<file path="src/rtl/sprite_blitter_if.sv">
// sprite_blitter_if
// Purpose: frame-buffer program port between sprite_blitter (master) and the
//          SRAM controller (slave).
// Signals:
//   program_x     [9:0]  frame-buffer x of the current write
//   program_y     [9:0]  frame-buffer y of the current write
//   program_data  [15:0] RGB565 pixel of the current write
//   program_write        write request, held until program_ready
//   program_ready        slave accepts the write on this clk
interface sprite_blitter_if;
    logic [9:0]  program_x;
    logic [9:0]  program_y;
    logic [15:0] program_data;
    logic        program_write;
    logic        program_ready;

    modport master (
        output program_x,
        output program_y,
        output program_data,
        output program_write,
        input  program_ready
    );

    modport slave (
        input  program_x,
        input  program_y,
        input  program_data,
        input  program_write,
        output program_ready
    );
endinterface

</file>
<file path="src/rtl/sprite_blitter.sv">
// sprite_blitter
// Purpose: on each rising frame tick, copies one SPRITE_W x SPRITE_H sprite from
//          an external ROM into the frame buffer at (sprite_x, sprite_y), one
//          write per opaque, on-screen pixel. Transparent pixels are skipped and
//          pixels beyond SCREEN_W/SCREEN_H are clipped.
// Ports:
//   clk          system clock, posedge
//   rst          asynchronous active-high reset
//   i_frame_clk  frame tick; a rising edge starts a blit when idle
//   i_sprite_x   sprite top-left x, sampled at start
//   i_sprite_y   sprite top-left y, sampled at start
//   i_mirror_x   (BLIT_MIRROR_EN only) horizontal flip, sampled at start
//   o_rom_addr   sprite ROM address, row*SPRITE_W + col
//   i_rom_data   ROM pixel, valid one clk after o_rom_addr
//   o_busy       high while a blit is in progress
//   o_done       one-clk pulse when the blit completes
//   prog         program port (master side)
// Configuration: define BLIT_MIRROR_EN to add i_mirror_x and the flipped
//                ROM read order; sequencing and timing are unchanged.
//
// state   | meaning
// IDLE    | waiting for a frame tick edge
// READ    | rom_addr presented for the current pixel
// WAIT    | ROM data valid; decide write or skip
// WRITE   | program_write held until program_ready
// NEXT    | advance col/row, or finish after the last pixel
// DONE    | one-clk completion pulse
module sprite_blitter #(
    parameter int          SPRITE_W    = 32,
    parameter int          SPRITE_H    = 32,
    parameter int          SCREEN_W    = 640,
    parameter int          SCREEN_H    = 480,
    parameter logic [15:0] TRANSPARENT = 16'b1111100000011111,
    parameter int          ROM_AW      = 10
) (
    input  logic              clk,
    input  logic              rst,
    input  logic              i_frame_clk,
    input  logic [9:0]        i_sprite_x,
    input  logic [9:0]        i_sprite_y,
`ifdef BLIT_MIRROR_EN
    input  logic              i_mirror_x,
`endif
    output logic [ROM_AW-1:0] o_rom_addr,
    input  logic [15:0]       i_rom_data,
    output logic              o_busy,
    output logic              o_done,
    sprite_blitter_if.master  prog
);

    typedef enum logic [2:0] {
        S_IDLE,
        S_READ,
        S_WAIT,
        S_WRITE,
        S_NEXT,
        S_DONE
    } state_t;

    localparam logic [6:0] LAST_COL = 7'(SPRITE_W - 1);
    localparam logic [6:0] LAST_ROW = 7'(SPRITE_H - 1);

    state_t      r_state;
    logic        r_fclk;
    logic        r_fclk_q;
    logic [9:0]  r_x0;
    logic [9:0]  r_y0;
    logic [6:0]  r_row;
    logic [6:0]  r_col;
    logic        w_start;
    logic [10:0] w_px;
    logic [10:0] w_py;
    logic        w_visible;
    logic        w_mir_start;
    logic        w_mir;

`ifdef BLIT_MIRROR_EN
    logic        r_mirror;
    assign w_mir_start = i_mirror_x;
    assign w_mir       = r_mirror;
`else
    assign w_mir_start = 1'b0;
    assign w_mir       = 1'b0;
`endif

    // frame_clk is synchronised first, then edge-detected
    assign w_start = r_fclk & ~r_fclk_q;

    // 11-bit sums so an origin near the right/bottom edge never wraps back on screen
    assign w_px      = {1'b0, r_x0} + {4'b0, r_col};
    assign w_py      = {1'b0, r_y0} + {4'b0, r_row};
    assign w_visible = (i_rom_data != TRANSPARENT) &&
                       (w_px < 11'(SCREEN_W)) && (w_py < 11'(SCREEN_H));

    function automatic logic [ROM_AW-1:0] addr_of(input logic [6:0] row,
                                                  input logic [6:0] col,
                                                  input logic       mir);
        logic [6:0] c;
        c = mir ? (LAST_COL - col) : col;
        return ROM_AW'(32'(row) * 32'(SPRITE_W) + 32'(c));
    endfunction

    // The next pixel's address is registered on entry to READ so that
    // rom_addr is stable for the whole READ cycle.
    always_ff @(posedge clk or posedge rst) begin
        if (rst) begin
            r_state            <= S_IDLE;
            r_fclk             <= 1'b0;
            r_fclk_q           <= 1'b0;
            r_x0               <= '0;
            r_y0               <= '0;
            r_row              <= '0;
            r_col              <= '0;
            o_rom_addr         <= '0;
            o_busy             <= 1'b0;
            o_done             <= 1'b0;
            prog.program_x     <= '0;
            prog.program_y     <= '0;
            prog.program_data  <= '0;
            prog.program_write <= 1'b0;
`ifdef BLIT_MIRROR_EN
            r_mirror           <= 1'b0;
`endif
        end else begin
            r_fclk   <= i_frame_clk;
            r_fclk_q <= r_fclk;
            o_done   <= 1'b0;
            case (r_state)
                S_IDLE: begin
                    if (w_start) begin
                        r_x0       <= i_sprite_x;
                        r_y0       <= i_sprite_y;
                        r_row      <= '0;
                        r_col      <= '0;
                        o_rom_addr <= addr_of(7'd0, 7'd0, w_mir_start);
                        o_busy     <= 1'b1;
`ifdef BLIT_MIRROR_EN
                        r_mirror   <= i_mirror_x;
`endif
                        r_state    <= S_READ;
                    end
                end
                S_READ: r_state <= S_WAIT;
                S_WAIT: begin
                    if (w_visible) begin
                        prog.program_x     <= w_px[9:0];
                        prog.program_y     <= w_py[9:0];
                        prog.program_data  <= i_rom_data;
                        prog.program_write <= 1'b1;
                        r_state            <= S_WRITE;
                    end else begin
                        r_state <= S_NEXT;
                    end
                end
                S_WRITE: begin
                    if (prog.program_ready) begin
                        prog.program_write <= 1'b0;
                        r_state            <= S_NEXT;
                    end
                end
                S_NEXT: begin
                    if (r_col == LAST_COL) begin
                        r_col <= '0;
                        if (r_row == LAST_ROW) begin
                            o_busy  <= 1'b0;
                            o_done  <= 1'b1;
                            r_state <= S_DONE;
                        end else begin
                            r_row      <= r_row + 7'd1;
                            o_rom_addr <= addr_of(r_row + 7'd1, 7'd0, w_mir);
                            r_state    <= S_READ;
                        end
                    end else begin
                        r_col      <= r_col + 7'd1;
                        o_rom_addr <= addr_of(r_row, r_col + 7'd1, w_mir);
                        r_state    <= S_READ;
                    end
                end
                S_DONE:  r_state <= S_IDLE;
                default: r_state <= S_IDLE;
            endcase
        end
    end

endmodule
</file>
<file path="src/flat_wrapper.sv">
// flat-port wrapper written by rule: the top's interface ports become plain ports
module sprite_blitter_flat 
#(
    parameter int          SPRITE_W    = 32,
    parameter int          SPRITE_H    = 32,
    parameter int          SCREEN_W    = 640,
    parameter int          SCREEN_H    = 480,
    parameter logic [15:0] TRANSPARENT = 16'b1111100000011111,
    parameter int          ROM_AW      = 10
)
  (clk, rst, i_frame_clk, i_sprite_x, i_sprite_y, o_rom_addr, i_rom_data, o_busy, o_done, prog_program_x, prog_program_y, prog_program_data, prog_program_write, prog_program_ready);
  sprite_blitter_if prog_i ();
  input  logic clk;
  input  logic rst;
  input  logic i_frame_clk;
  input  logic [9:0] i_sprite_x;
  input  logic [9:0] i_sprite_y;
  output logic [ROM_AW-1:0] o_rom_addr;
  input  logic [15:0] i_rom_data;
  output logic o_busy;
  output logic o_done;
  output wire logic [$bits(prog_i.program_x)-1:0] prog_program_x;
  output wire logic [$bits(prog_i.program_y)-1:0] prog_program_y;
  output wire logic [$bits(prog_i.program_data)-1:0] prog_program_data;
  output wire logic [$bits(prog_i.program_write)-1:0] prog_program_write;
  input wire logic [$bits(prog_i.program_ready)-1:0] prog_program_ready;
  assign prog_program_x = prog_i.program_x;
  assign prog_program_y = prog_i.program_y;
  assign prog_program_data = prog_i.program_data;
  assign prog_program_write = prog_i.program_write;
  assign prog_i.program_ready = prog_program_ready;
  sprite_blitter #(.SPRITE_W(SPRITE_W), .SPRITE_H(SPRITE_H), .SCREEN_W(SCREEN_W), .SCREEN_H(SCREEN_H), .TRANSPARENT(TRANSPARENT), .ROM_AW(ROM_AW)) u_core (.clk(clk), .rst(rst), .i_frame_clk(i_frame_clk), .i_sprite_x(i_sprite_x), .i_sprite_y(i_sprite_y), .o_rom_addr(o_rom_addr), .i_rom_data(i_rom_data), .o_busy(o_busy), .o_done(o_done), .prog(prog_i));
endmodule
</file>
<file path="config.mk">
export PLATFORM = sky130hd
export DESIGN_NAME = sprite_blitter_flat
export DESIGN_NICKNAME = d
export VERILOG_FILES = /design/src/rtl/sprite_blitter_if.sv /design/src/rtl/sprite_blitter.sv /design/src/flat_wrapper.sv
export SDC_FILE = /design/constraint.sdc
export NUM_CORES = 1
export LEC_CHECK = 0
export BUFFER_PORTS_ARGS = -buffer_cell sky130_fd_sc_hd__buf_2
export CAP_MARGIN = 40
export CELL_PAD_IN_SITES_DETAIL_PLACEMENT = 1
export CELL_PAD_IN_SITES_GLOBAL_PLACEMENT = 1
export CORE_ASPECT_RATIO = 0.9
export CORE_MARGIN = 3
export CORE_UTILIZATION = 43
export CTS_CLUSTER_SIZE = 16
export DETAILED_ROUTE_END_ITERATION = 10
export PLACE_DENSITY_LB_ADDON = 0.1
export SYNTH_ARGS = -nofsm -noshare
export SYNTH_HDL_FRONTEND = slang
export SYNTH_SLANG_ARGS = --single-unit
</file>
<file path="constraint.sdc">
create_clock -name clk -period 3.5 [get_ports clk]
set_clock_uncertainty 0.1 [all_clocks]
set_input_delay 0.175 -clock clk [delete_from_list [all_inputs] [get_ports clk]]
set_output_delay 0.175 -clock clk [all_outputs]
set_load 0.01 [all_outputs]
</file>
# ---- Yosys cells after proc, flatten, opt, wreduce, memory -nomap -nowiden
# Cells that the tools add are included.
dict set report totals {
  register_bits 88
  in_bits 40
  output_inout_bits 49
  wordCells 76
}
dict set report classes {
  addsub 5
  magnitude_cmp 2
  eq_ne 14
  mux 26
  bitwise 2
  reduce_logical 13
}
# op n
set ops {}
lappend ops {{10-bit 2-to-1 mux} 3}
lappend ops {{7-bit 2-to-1 mux} 4}
lappend ops {{7-bit one-hot mux with 2 select lines} 2}
lappend ops {{10-bit by 7-bit adder with 11-bit output} 2}
lappend ops {{10-bit one-hot mux with 2 select lines} 1}
lappend ops {{16-bit != test (second input constant)} 1}
lappend ops {{3-bit 2-to-1 mux} 5}
lappend ops {{3-bit one-hot mux with 5 select lines} 1}
lappend ops {{7-bit by 1-bit adder with 7-bit output (second input constant)} 2}
lappend ops {{7-bit by 5-bit == test with 1-bit output (second input constant)} 2}
lappend ops {{11-bit by 10-bit < comparator with 1-bit output (second input constant)} 1}
lappend ops {{11-bit by 9-bit < comparator with 1-bit output (second input constant)} 1}
lappend ops {{10-bit by 7-bit adder with 10-bit output} 1}
lappend ops {{1-bit 2-to-1 mux} 8}
lappend ops {{2-bit by 1-bit != test with 1-bit output (second input constant)} 4}
lappend ops {{2-bit AND reduction} 4}
lappend ops {{4-bit AND reduction} 2}
lappend ops {{3-bit by 2-bit == test with 1-bit output (second input constant)} 2}
lappend ops {{3-bit AND reduction} 2}
lappend ops {{2-bit != test (second input constant)} 2}
lappend ops {{1-bit one-hot mux with 2 select lines} 2}
lappend ops {{2-bit nonzero test} 2}
lappend ops {{3-bit by 1-bit == test with 1-bit output (second input constant)} 1}
lappend ops {{3-bit == test (second input constant)} 1}
lappend ops {{other kinds (5)} 6}

# ---- Longest topological paths before layout
dict set report depth {
  ltp_word 6
  mapped_depth 12
  depth_no_buf 11
}

# ---- Worst setup path after synthesis
# OpenSTA, ideal clock, no wires.
dict set report synth_timing {
  path_type {reg-to-reg}
  startpoint {register u_core.r_row[0]}
  endpoint {register u_core.prog.program_data[1]}
  setup_ns 0.125
  arrival_time_ns 2.686
  required_ns 3.275
  slack_ns 0.589
  path_stages_with_launch 13
  n_path_buf 2
  period_less_slack_ns 2.911
  path_cell_list {dfrtp_1 -> ha_1 -> inv_1 -> fa_1 -> nor2b_1 -> o2111ai_1 -> a21boi_0 -> and4bb_2 -> o32ai_1 -> nor4b_4 -> buf_6 -> buf_6 -> mux2_4}
}
dict set report synth_between {
  elab_chain_cells 4
}
# item line
set synth_lines {}
lappend synth_lines {{start, declared} sprite_blitter.sv:68} ;# logic [6:0] r_row;
lappend synth_lines {{start signal, assigned} sprite_blitter.sv:169} ;# r_row <= r_row + 7'd1;
lappend synth_lines {{10-bit by 7-bit adder with 11-bit output} sprite_blitter.sv:91} ;# assign w_py = {1'b0, r_y0} + {4'b0, r_row};
lappend synth_lines {{11-bit by 9-bit < comparator with 1-bit output} sprite_blitter.sv:93} ;# (w_px < 11'(SCREEN_W)) && (w_py < 11'(SCREEN_H));
lappend synth_lines {{1-bit logical AND} sprite_blitter.sv:93}
lappend synth_lines {{2-bit AND reduction (no source line)} -}
lappend synth_lines {{end signal, assigned} sprite_blitter.sv:148} ;# prog.program_data <= i_rom_data;
lappend synth_lines {{end, declared} sprite_blitter_if.sv:20} ;# output program_data,
# Every way passes these cells.
# A chain may end at the register's enable or synchronous reset.

# ---- Final worst setup path
dict set report layout_timing {
  startpoint {register u_core.r_row[0]}
  endpoint {register u_core.prog.program_data[7]}
}
# The elaborated chain is that of the path after synthesis.

==> qor.yml <==
clock_tree:
  clkSlewWorstSetupHoldPaths_ns: 0.07
  cts.sinks: 88
  cts_setup_buffers: 0
  worstSkewPairLatency_ns: 0.34
  ctsHtreeMaxLevel: 3
  cts_made_buffers: 9
  cts_tree: "yes"
  cts.path.max_buffers: 2
  clock-root-buffer: "clkbuf_16"
placement:
  gp_congestion: 0.8006
  dp.cells: 601
  portBuffers: 88
  dp_hpwl_mm: 8.009
flow_run:
  cap_violations: 0
route:
  antenna_left: 0
  top_layer: "met4"
  vias_per_cell: 5.254
  wl_met1_mm: 5.219
  dr_wl_met3_um: 488
  drt-total-wl_mm: 11.88
  first_iter_violations: 143
  drt-pass1-iter-count: 4
  wl_per_cell_um: 18.20
  drc: 0
  met2RoutedLength_mm: 5.990
  vias: 3431
logic_synthesis:
  syn_avg_cell_area_um2: 11.41
  synth_ff_type: "dfrtp_1"
  synth.distinct_cells: 48
  netlist_area_um2: 4448
  ys_warn_count: 0
  ys_ff_latch: 88
  synthArstFlopShare: 1.000
  syn-num-nets: 451
  synth_edf_count: 0
  syn_inst: 390
  ys_seq_area_frac: 0.4951
cells_and_area:
  mostFrequentLayoutCells: "buf_2 (88), dfrtp_1 (86), mux2_2 (47), dlygate4sd3_1 (35), nand2_1 (32)"
  final_common_cell: "buf_2"
  syn2layout_area_growth_pct: 28.58
  fin_util: 0.5795
  stdcell_count: 653
  num-nets-final: 582
  drive_gt1_frac: 0.3270
setup_path:
  cp.arrival_ns: 3.44
  crit_fanout: 37
  critical_path_class: "reg2reg"
  crit_required_ns: 3.62
  start_kind: "register"
  cp-end-kind: "register"
timing:
  worst_pin_slew_ns: 0.5393
  setup_tns_ns: 0
  max_slew_margin: 0.6400
  fmax_mhz: 301.6
  fin_crit_ns: 3.315
  slew_violations: 0
  hold_slack_ns: 0.006926
  setup_violations: 0
  hold_viol_final: 0
  rsz0062_at_grt: "no"
  min_period_over_period: 0.9472
pwr:
  leakage_uw: 0.002711
  peakVddDrop_mv: 0.5047
  p_per_area_nw_per_um2: 728.6
  power_uw: 4167
grt:
  overflow: 0
  antenna_found_initial: 0
  grt_pass1_vias: 3768
  grt.total_usage: 0.2184
  grt_max_degree: 38
  grt_pass1_wl_mm: 19.74
min_path:
  hold_path_class: "in2reg"
floorplanning:
  start_util: 0.4507
  die_h_um: 102.5
  pin_count: 89
  rows: 34
  die_w_um: 113.2
  core_um2: 9869
  die_area_um2: 11600
run_status:
  outcome: "finished clean"
==> per-stage QoR <==
stage                     setup slack [ns]  instance area, um2
after floorplan                     0.5893                4448
after CTS                           0.1203                5714
after detailed placement            0.1565                5079
final                               0.1847                5719
after global placement              0.2556                5059
after global routing               0.01210                5717
==> cell families after synthesis <==
| kind of cell | Yosys count | synth area share |
|---|---|---|
| adder cells (fa/ha/maj) | 21 | 0.06414 |
| flip-flops | 88 | 0.4951 |
| XOR/XNOR | 26 | 0.05120 |
| buffers and inverters | 29 | 0.02953 |
| AO/OA/AOI/OAI | 75 | 0.1086 |
| AND/OR/NAND/NOR | 98 | 0.1145 |
| multiplexers | 53 | 0.1370 |
==> where the power goes <==
group | internal [uW] | leakage, uW | switching (uW)
Sequential | 1390 | 0.00109 | 268
Combinational | 807 | 0.00147 | 771
Clock | 536 | 0.000145 | 396
==> cells in the mapped netlist, drive strengths merged, types with 3 or more instances <==
cell type   n  area (um2)
dfrtp      88        2202
mux2       51       589.3
nand2      32       120.1
o21ai      26       130.1
ha         18       225.2
nor2       18       67.56
xnor2      17       148.9
inv        16       60.06
a21oi      13       65.06
nand3      12       60.06
clkbuf      9       33.78
nor2b       9       56.30
xor2        9       78.83
o31ai       7       52.55
a21o        6       45.04
and3        5       31.28
nand2b      5       31.28
a22o        4       35.03
buf         4       37.53
fa          3       60.06
nor4b       3       41.29
o211ai      3       22.52
o21bai      3       22.52
==> routing by layer <==
metal | vias up | GRT usage
met1 | 1708 | 0.2715
met4 | 0 | 0.06747
met2 | 69 | 0.3780
met3 | 14 | 0.05506
met5 | - | 0
li1 | 1640 | -
==> state kept, by name (all words and copies together) (netlist names), 3 cells and up <==
register,cells
u_core.prog.program_data,16
u_core.o_rom_addr,10
u_core.prog.program_x,10
u_core.prog.program_y,10
u_core.r_x0,10
u_core.r_y0,10
u_core.r_col,7
u_core.r_row,7
u_core.r_state,3
==> worst max-delay path: stages (launching register included) <==
cell,delay [ns]
dfrtp_2,0.45
ha_1,0.24
inv_1,0.07
fa_1,0.41
nor2b_1,0.20
o2111ai_1,0.17
nand2_1,0.12
xor2_1,0.10
a211o_1,0.33
nor4b_4,0.33
buf_12,0.29
mux2_2,0.37
==> area by class of cell <==
type | count | area, um2
fill | 1087 | 4150
sequential | 88 | 2205
multi-input combinational | 273 | 2117
timing repair buffer | 133 | 890.9
clock buffer | 13 | 270.3
tap | 126 | 157.7
inverter | 16 | 61.31
clock inverter | 3 | 15.01
antenna | 1 | 2.502
==> path summary, 6_finish.rpt <==
path	startpoint	to	slack (ns)	depth (start not counted)
worst max register to register	u_core.r_row[0]$_DFFE_PP0P_	u_core.prog.program_data[7]$_DFFE_PP0P_	0.18	11
max in group asynchronous	rst	u_core.prog.program_write$_DFFE_PP0P_	2.12	5
min in group asynchronous	rst	u_core.prog.program_x[2]$_DFFE_PP0P_	0.30	3
worst max-delay path	u_core.r_row[0]$_DFFE_PP0P_	u_core.prog.program_data[7]$_DFFE_PP0P_	0.18	11
worst min register to register	u_core.r_fclk$_DFF_PP0_	u_core.r_fclk_q$_DFF_PP0_	0.31	0
worst min-delay path	i_sprite_x[6]	u_core.r_x0[6]$_DFFE_PP0P_	0.007	2
==> what timing repair did <==
action / in CTS / in global routing
setup endpoints to repair: 0 / 33
hold buffers: 35 / 0
resized for setup: 0 / 2
hold endpoints to repair: 61 / 0
(Power assumes the default switching activity.)
